==> src/rtl/dco_cal_ctrl.sv <==
// Successive-approximation DCO calibration controller: eight binary-search
// steps on an 8-bit tuning code, then one verify window against a tolerance.
module dco_cal_ctrl #(
  parameter int CNT_W  = 12,
  parameter int WIN    = 1000,
  parameter int SETTLE = 64,
  parameter int TOL    = 2
) (
  input  logic             clk,
  input  logic             rst,
  input  logic             start,
  input  logic             abort,
  input  logic [CNT_W-1:0] target,
  input  logic             fb_pulse,
  output logic [7:0]       dco_code,
  output logic             dco_upd,
  output logic             div_en1,
  output logic             div_en2,
  output logic             cal_busy,
  output logic             cal_done,
  output logic             cal_err,
  output logic [2:0]       dbg_state
);

  localparam int TMR_W = $clog2((WIN > SETTLE ? WIN : SETTLE) + 1);

  typedef enum logic [2:0] {
    ST_IDLE, ST_SETTLE, ST_MEASURE, ST_DECIDE, ST_VERIFY_S, ST_VERIFY_M, ST_CHECK
  } state_t;

  state_t           state_q, state_d;
  logic [2:0]       bit_idx_q, bit_idx_d;
  logic [CNT_W-1:0] tgt_q, tgt_d;
  logic [CNT_W-1:0] cnt_q, cnt_d;
  logic [TMR_W-1:0] tmr_q, tmr_d;
  logic [7:0]       code_d, trial;
  logic [CNT_W:0]   diff;
  logic             upd_d, done_d, err_d, busy_d, en1_d, en2_d;

  assign dbg_state = state_q;

  always_comb begin
    state_d   = state_q;
    bit_idx_d = bit_idx_q;
    tgt_d     = tgt_q;
    cnt_d     = cnt_q;
    tmr_d     = tmr_q + TMR_W'(1);
    code_d    = dco_code;
    upd_d     = 1'b0;
    done_d    = cal_done;
    err_d     = cal_err;
    trial     = dco_code;
    diff      = '0;

    case (state_q)
      ST_IDLE: begin
        tmr_d = '0;
        if (start && !abort) begin
          tgt_d     = target;
          bit_idx_d = 3'd7;
          code_d    = 8'h80;
          upd_d     = 1'b1;
          done_d    = 1'b0;
          err_d     = 1'b0;
          state_d   = ST_SETTLE;
        end
      end
      ST_SETTLE, ST_VERIFY_S: begin
        if (tmr_q == TMR_W'(SETTLE - 1)) begin
          tmr_d   = '0;
          cnt_d   = '0;
          state_d = (state_q == ST_SETTLE) ? ST_MEASURE : ST_VERIFY_M;
        end
      end
      ST_MEASURE, ST_VERIFY_M: begin
        // Count saturates so an over-fast DCO still reads as "too high".
        if (fb_pulse && (cnt_q != '1)) cnt_d = cnt_q + CNT_W'(1);
        if (tmr_q == TMR_W'(WIN - 1)) begin
          tmr_d   = '0;
          state_d = (state_q == ST_MEASURE) ? ST_DECIDE : ST_CHECK;
        end
      end
      ST_DECIDE: begin
        tmr_d = '0;
        if (cnt_q > tgt_q) trial[bit_idx_q] = 1'b0;
        if (bit_idx_q != 3'd0) begin
          trial[bit_idx_q - 3'd1] = 1'b1;
          bit_idx_d = bit_idx_q - 3'd1;
          upd_d     = 1'b1;
          state_d   = ST_SETTLE;
        end else begin
          upd_d   = (trial != dco_code);
          state_d = ST_VERIFY_S;
        end
        code_d = trial;
      end
      ST_CHECK: begin
        tmr_d = '0;
        diff  = (cnt_q >= tgt_q) ? ({1'b0, cnt_q} - {1'b0, tgt_q})
                                 : ({1'b0, tgt_q} - {1'b0, cnt_q});
        if (diff <= (CNT_W + 1)'(TOL)) done_d = 1'b1;
        else                          err_d  = 1'b1;
        state_d = ST_IDLE;
      end
      default: state_d = ST_IDLE;
    endcase

    // Abort freezes the code where it is; only the flags and state move.
    if (abort && (state_q != ST_IDLE)) begin
      state_d = ST_IDLE;
      code_d  = dco_code;
      upd_d   = 1'b0;
      tmr_d   = '0;
      done_d  = 1'b0;
      err_d   = 1'b1;
    end

    busy_d = (state_d != ST_IDLE);
    en1_d  = busy_d && (state_d != ST_CHECK);
    en2_d  = (state_d == ST_MEASURE) || (state_d == ST_VERIFY_M);
  end

  always_ff @(posedge clk or posedge rst) begin
    if (rst) begin
      state_q   <= ST_IDLE;
      bit_idx_q <= 3'd7;
      tgt_q     <= '0;
      cnt_q     <= '0;
      tmr_q     <= '0;
      dco_code  <= 8'h80;
      dco_upd   <= 1'b0;
      div_en1   <= 1'b0;
      div_en2   <= 1'b0;
      cal_busy  <= 1'b0;
      cal_done  <= 1'b0;
      cal_err   <= 1'b0;
    end else begin
      state_q   <= state_d;
      bit_idx_q <= bit_idx_d;
      tgt_q     <= tgt_d;
      cnt_q     <= cnt_d;
      tmr_q     <= tmr_d;
      dco_code  <= code_d;
      dco_upd   <= upd_d;
      div_en1   <= en1_d;
      div_en2   <= en2_d;
      cal_busy  <= busy_d;
      cal_done  <= done_d;
      cal_err   <= err_d;
    end
  end

endmodule
==> config.mk <==
export PLATFORM = sky130hd
export DESIGN_NAME = dco_cal_ctrl
export DESIGN_NICKNAME = d
export VERILOG_FILES = /design/src/rtl/dco_cal_ctrl.sv
export SDC_FILE = /design/constraint.sdc
export NUM_CORES = 1
export LEC_CHECK = 0
export CORE_MARGIN = 3
export CORE_UTILIZATION = 62
export CTS_BUF_LIST = sky130_fd_sc_hd__clkbuf_8
export DETAILED_ROUTE_END_ITERATION = 7
export DONT_BUFFER_PORTS = 1
export PLACE_DENSITY = 0.78
export SYNTH_ARGS = -nofsm -noshare
export SYNTH_HDL_FRONTEND = slang
export SYNTH_SLANG_ARGS = --single-unit
export TNS_END_PERCENT = 30
==> constraint.sdc <==
create_clock -name clk -period 6.11 [get_ports clk]
set_clock_uncertainty 0.05 [all_clocks]
set_input_delay 0.9165 -clock clk [delete_from_list [all_inputs] [get_ports clk]]
set_output_delay 0.9165 -clock clk [all_outputs]
set_load 0.02 [all_outputs]
== Word-level counts from Yosys, hierarchy flattened ==
Index checks and enable logic that the tools add are counted.

* Mux-type cells: 39
* Order comparisons: 7
* Add/sub/neg operators: 5
* Bitwise operators: 4
* Equality and inequality tests: 20
* Reductions and logical operators: 24

{| class="wikitable"
|+ Operators with widths
! cell !! count
|-
| 8-bit two-way mux || 4
|-
| 10-bit two-way mux || 3
|-
| 10-bit one-hot mux with 3 select lines || 1
|-
| 3-bit two-way mux || 9
|-
| 12-bit by 12-bit subtractor with 13-bit output || 2
|-
| 12-bit two-way mux || 2
|-
| 12-bit one-hot mux with 2 select lines || 1
|-
| 8-bit one-hot mux with 2 select lines || 1
|-
| 3-bit AND reduction || 5
|-
| 13-bit by 2-bit <= comparator with 1-bit output (second input constant) || 1
|-
| 13-bit two-way mux || 1
|-
| 12-bit by 1-bit adder with 12-bit output (second input constant) || 1
|-
| 3-bit equality test (second input constant) || 4
|-
| 12-bit greater-or-equal comparator || 1
|-
| 12-bit greater-than comparator || 1
|-
| 12-bit inequality test (second input constant) || 1
|-
| 3-bit inequality test (second input constant) || 4
|-
| 3-bit one-hot mux with 4 select lines || 1
|-
| 3-bit nonzero test || 4
|-
| 10-bit by 1-bit adder with 10-bit output (second input constant) || 1
|-
| 10-bit equality test (second input constant) || 1
|-
| 10-bit by 6-bit equality test with 1-bit output (second input constant) || 1
|-
| 1-bit two-way mux || 10
|-
| 3-bit by 2-bit equality test with 1-bit output (second input constant) || 3
|-
| 21 further kinds || 36
|}

* Logic and storage cells: 111
* Register bits: 54
* Output and inout port bits: 17

== Longest topological paths before layout ==
* Depth after elaboration: 12
* Gate-level depth with buffers: 11
* Mapped depth without buffers: 11

== Worst setup path before layout ==
Ideal clock, no wire load.

* Path type: input to register
* Start: input abort
* End: register tgt_q[0]
* Path slack: 3,630 ps
* Data required time: 5,935 ps
* Cell stages on the path: 6
* Arrival time: 2,305 ps
* Buffers on the path: 3
* Library setup time: 125 ps
* Path through: clkbuf_1 nand2b_1 or4_1 buf_2 buf_1 mux2_2

* Cells in the longest elaborated chain, start to end: 3

{| class="wikitable"
|+ Ends and longest elaborated chain
! what !! RTL line !! RTL
|-
| from (decl) || 12 || <nowiki>input logic abort,</nowiki>
|-
| 1-bit logical NOT || 58 || <nowiki>if (start && !abort) begin</nowiki>
|-
| 1-bit logical AND || 58 ||
|-
| 2-bit AND reduction (no line) || -- ||
|-
| to (signal assigned) || 140 || <nowiki>tgt_q <= tgt_d;</nowiki>
|-
| to (decl) || 33 || <nowiki>logic [CNT_W-1:0] tgt_q, tgt_d;</nowiki>
|}

Every way passes these cells.
A chain may end at the register's enable or synchronous reset.

== Final worst setup path ==
* Start: register tgt_q[6]
* End: register cal_err

* Cells in the longest elaborated chain, start to end: 5
* Elaborated cells between the ends (all ways): 7

{| class="wikitable"
|+ Ends and longest elaborated chain
! what !! RTL line !! RTL
|-
| 12-bit by 12-bit subtractor with 13-bit output (tied with other cells) || 100 || <nowiki>: ({1'b0, tgt_q} - {1'b0, cnt_q});</nowiki>
|-
| 13-bit two-way mux * || 99 || <nowiki>diff = (cnt_q >= tgt_q) ? ({1'b0, cnt_q} - {1'b0, tgt_q})</nowiki>
|-
| 13-bit by 2-bit <= comparator with 1-bit output * || 101 || <nowiki>if (diff <= (CNT_W + 1)'(TOL)) done_d = 1'b1;</nowiki>
|-
| 3-bit inequality test (no line) * || -- ||
|-
| 3-bit AND reduction (no line) * || -- ||
|-
| to (signal assigned) || 149 || <nowiki>cal_err <= err_d;</nowiki>
|-
| to (decl) || 21 || <nowiki>output logic cal_err,</nowiki>
|}

Mark *: on every way between the ends. The rest lies on a longest branch, timed or not.

==> out/summary.txt <==
# setup viols final -> 0
WL/cell -> 17.1 um
Height of the die -> 87.9 um
Number of synthesized flops with an enable pin -> 0
Syn_nets -> 528
Top cell type by total area after synthesis -> dfrtp_1
Peak supply drop -> 0.250 mV
Worst Tran Pin Value -> 1120 ps
Total grt overflow -> 0
Warning count from the yosys run -> 0
Critical Path RT -> 6220 ps
# DRC -> 0
Main synth FF type -> dfrtp_1
RSZ-0062 raised after global routing -> false
Top post-synthesis cells by area -> dfrtp_1 (30%), ha_1 (8.4%), nor2_1 (4.3%), xnor2_1 (4.0%), mux2_2 (3.8%)
Unique masters post-synth -> 65
Post-Route WL -> 9330 um
Hold wc startpoint -> tmr_q[0]
HP Class -> reg2reg
Fmax -> 317 MHz
Pin count of the biggest net entering global routing -> 55
RD Place Congestion -> 1.03
Clk root buf -> clkbuf_8
Syn Inst Count -> 481
H-tree levels -> 2
Logic pwr share -> 55.8%
I/O Buffers -> 0
Post_cts resized -> 0
Fin crit period -> 3160 ps
Share of cells above drive strength 1 -> 9.19%
Final setup TNS -> 0 ps
Core Util, Final -> 66.3%
CP max FO -> 13
Row Count -> 29
Vias -> 3474
CTS Sinks -> 54
Register area share after synthesis -> 32.6%
Switching Share -> 46.1%
R2R Setup Slk -> 2950 ps
Post-CTS Hold Fix Bufs -> 0
Crit share post-route -> 51.7%
Global-route wire length before repair -> 15800 um
Top Ports -> 34
Drt pass-1 iters -> 4
Post-Place Setup Slack -> 2920 ps
Starting Density -> 64.8%
Int Power -> 901 uW
Yosys top cell area share -> 30.1%
Startpoint types -> register
Top-count cell post-synth -> dfrtp_1
PnR worst setup slack -> 2950 ps
Synth top cells by count -> dfrtp_1 (50), nor2_1 (48), inv_1 (38), a21oi_1 (28), ha_1 (28)
Gr usage total -> 25.8%
R2R Path Start -> tgt_q[6]
Initial antenna violation count -> 0
# diodes -> 0
Max_cap viols -> 0
Clock Power Share -> 12.3%
Post-CTS Setup Inserts -> 0
HPWL after DPL -> 7030 um
Die width -> 87.9 um
Cell depth of the worst flop-to-flop path -> 9
CTS max path bufs -> 2
Crit Path Class -> reg2reg
Crit path to -> cal_err
Sw power -> 772 uW
Fin. max-slew vios -> 0
Core Area -> 6420 um2
Fin. Hold Viols -> 0
Die footprint -> 7730 um2
Setup crit end kind -> register
R2r endpoint -> cal_err
Setup crit start -> tgt_q[6]
Sequential Power Share -> 31.9%
Routed vias/inst -> 6.37
Final layout net count -> 514
Post-synth ARST share -> 100%
Slew margin rel. -> 25.4%
Leakage power -> 1.84 nW
Power Density -> 393 nW/um2
P&R area growth vs syn -> 2.38%
Reg clk slew, reported paths -> 100 ps
Post-DRT Antenna Nets -> 0
Total CTS buffers -> 5
Avg Cell Area, Syn -> 8.65 um2
Crit path DAT -> 3270 ps
CTS tree -> done
Yosys reg bits -> 54
Drt first-iter violations -> 182
Synth Cell Area -> 4160 um2
Vias in the first global route -> 3323
Status -> finished clean
Clk_lat worst skew -> 310 ps
cell type report:
type,instances,area [um2]
clock buffer,6,82.6
clock inverter,2,12.5
fill,509,2160
inverter,38,143
multi-input combinational,366,2550
sequential,54,1360
tap,77,96.3
timing repair buffer,2,15.0
registers in the layout (all words and copies together), names as in the netlist:
register   count
dco_upd        1
div_en2        1
div_en1        1
dco_code       8
tmr_q         10
bit_idx_q      3
cal_err        1
cal_busy       1
cal_done       1
cnt_q         12
tgt_q         12
dbg_state      3
power by group through the flow:
| stage | registers, mW | logic (mW) | clock network (mW) |
|---|---|---|---|
| floorplan | 0.508 | 0.762 | 0 |
| CTS | 0.534 | 0.918 | 0.211 |
| global route | 0.550 | 1.04 | 0.222 |
| global placement | 0.535 | 0.900 | 0 |
| detailed placement | 0.540 | 0.914 | 0 |
| finish | 0.533 | 0.934 | 0.205 |
critical path, stage by stage (launching register included):
cell	delay [ps]
dfrtp_1	380
inv_1	50
ha_1	450
a21oi_1	400
nand2_1	80
o21ai_0	370
o221ai_1	190
xor2_1	170
nor4_1	670
o32ai_1	210
worst min-delay path by stage:
stage / end / slack (ps) / depth (start not counted)
after global routing: tmr_q[0] / 500 / 1
final: tmr_q[0] / 440 / 1
after floorplan: tmr_q[0] / 400 / 1
after CTS: tmr_q[0] / 450 / 1
after global placement: tmr_q[0] / 420 / 1
after detailed placement: tmr_q[0] / 430 / 1
layout by cell type, fill, tap and decap left out, drive strengths merged, types with 3 or more instances in the layout:
| master | count |
|---|---|
| dfrtp | 50 |
| nor2 | 49 |
| inv | 38 |
| a21oi | 29 |
| ha | 28 |
| nand2 | 25 |
| o21ai | 24 |
| xnor2 | 19 |
| nand3 | 18 |
| nor4 | 15 |
| mux2 | 14 |
| nor3 | 11 |
| xor2 | 10 |
| and3 | 9 |
| a31oi | 9 |
| o21a | 8 |
| nor2b | 7 |
| nand4 | 6 |
| clkbuf | 6 |
| a211oi | 6 |
| nand2b | 5 |
| o31ai | 5 |
| o211ai | 5 |
| and2 | 4 |
| nor3b | 4 |
| or3 | 4 |
| a21o | 4 |
| mux2i | 4 |
| dfstp | 4 |
| o21bai | 3 |
| o22ai | 3 |
| o221ai | 3 |
| a32oi | 3 |
| o311ai | 3 |
metrics by stage:
step | instance area, um2 | power [mW] | hold slack [ps] | instances
3_5_place_dp | 4160 | 1.45 | 432 | 537
5_1_grt | 4260 | 1.81 | 499 | 545
3_3_place_gp | 4160 | 1.44 | 418 | 537
2_1_floorplan | 4160 | 1.27 | 397 | 481
6_report | 4260 | 1.67 | 437 | 545
4_1_cts | 4260 | 1.66 | 445 | 545
logic make-up after synthesis:
group	share of synthesized area, %
buf+inv	6.02
mux	4.75
xor+xnor	6.11
fa+ha+maj	9.62
simple gates	21.1
flops	32.6
compound gates	19.8
layer usage:
layer,vias up,share of wire (%),routed length [um],track usage [%]
met1,1665,46,4290,36.2
li1,1709,-,-,-
met4,0,2.0,189,8.79
met3,16,3.7,342,3.57
met2,84,48,4500,41.2
met5,-,0,0,0
Power figures use the tool's default switching activity.
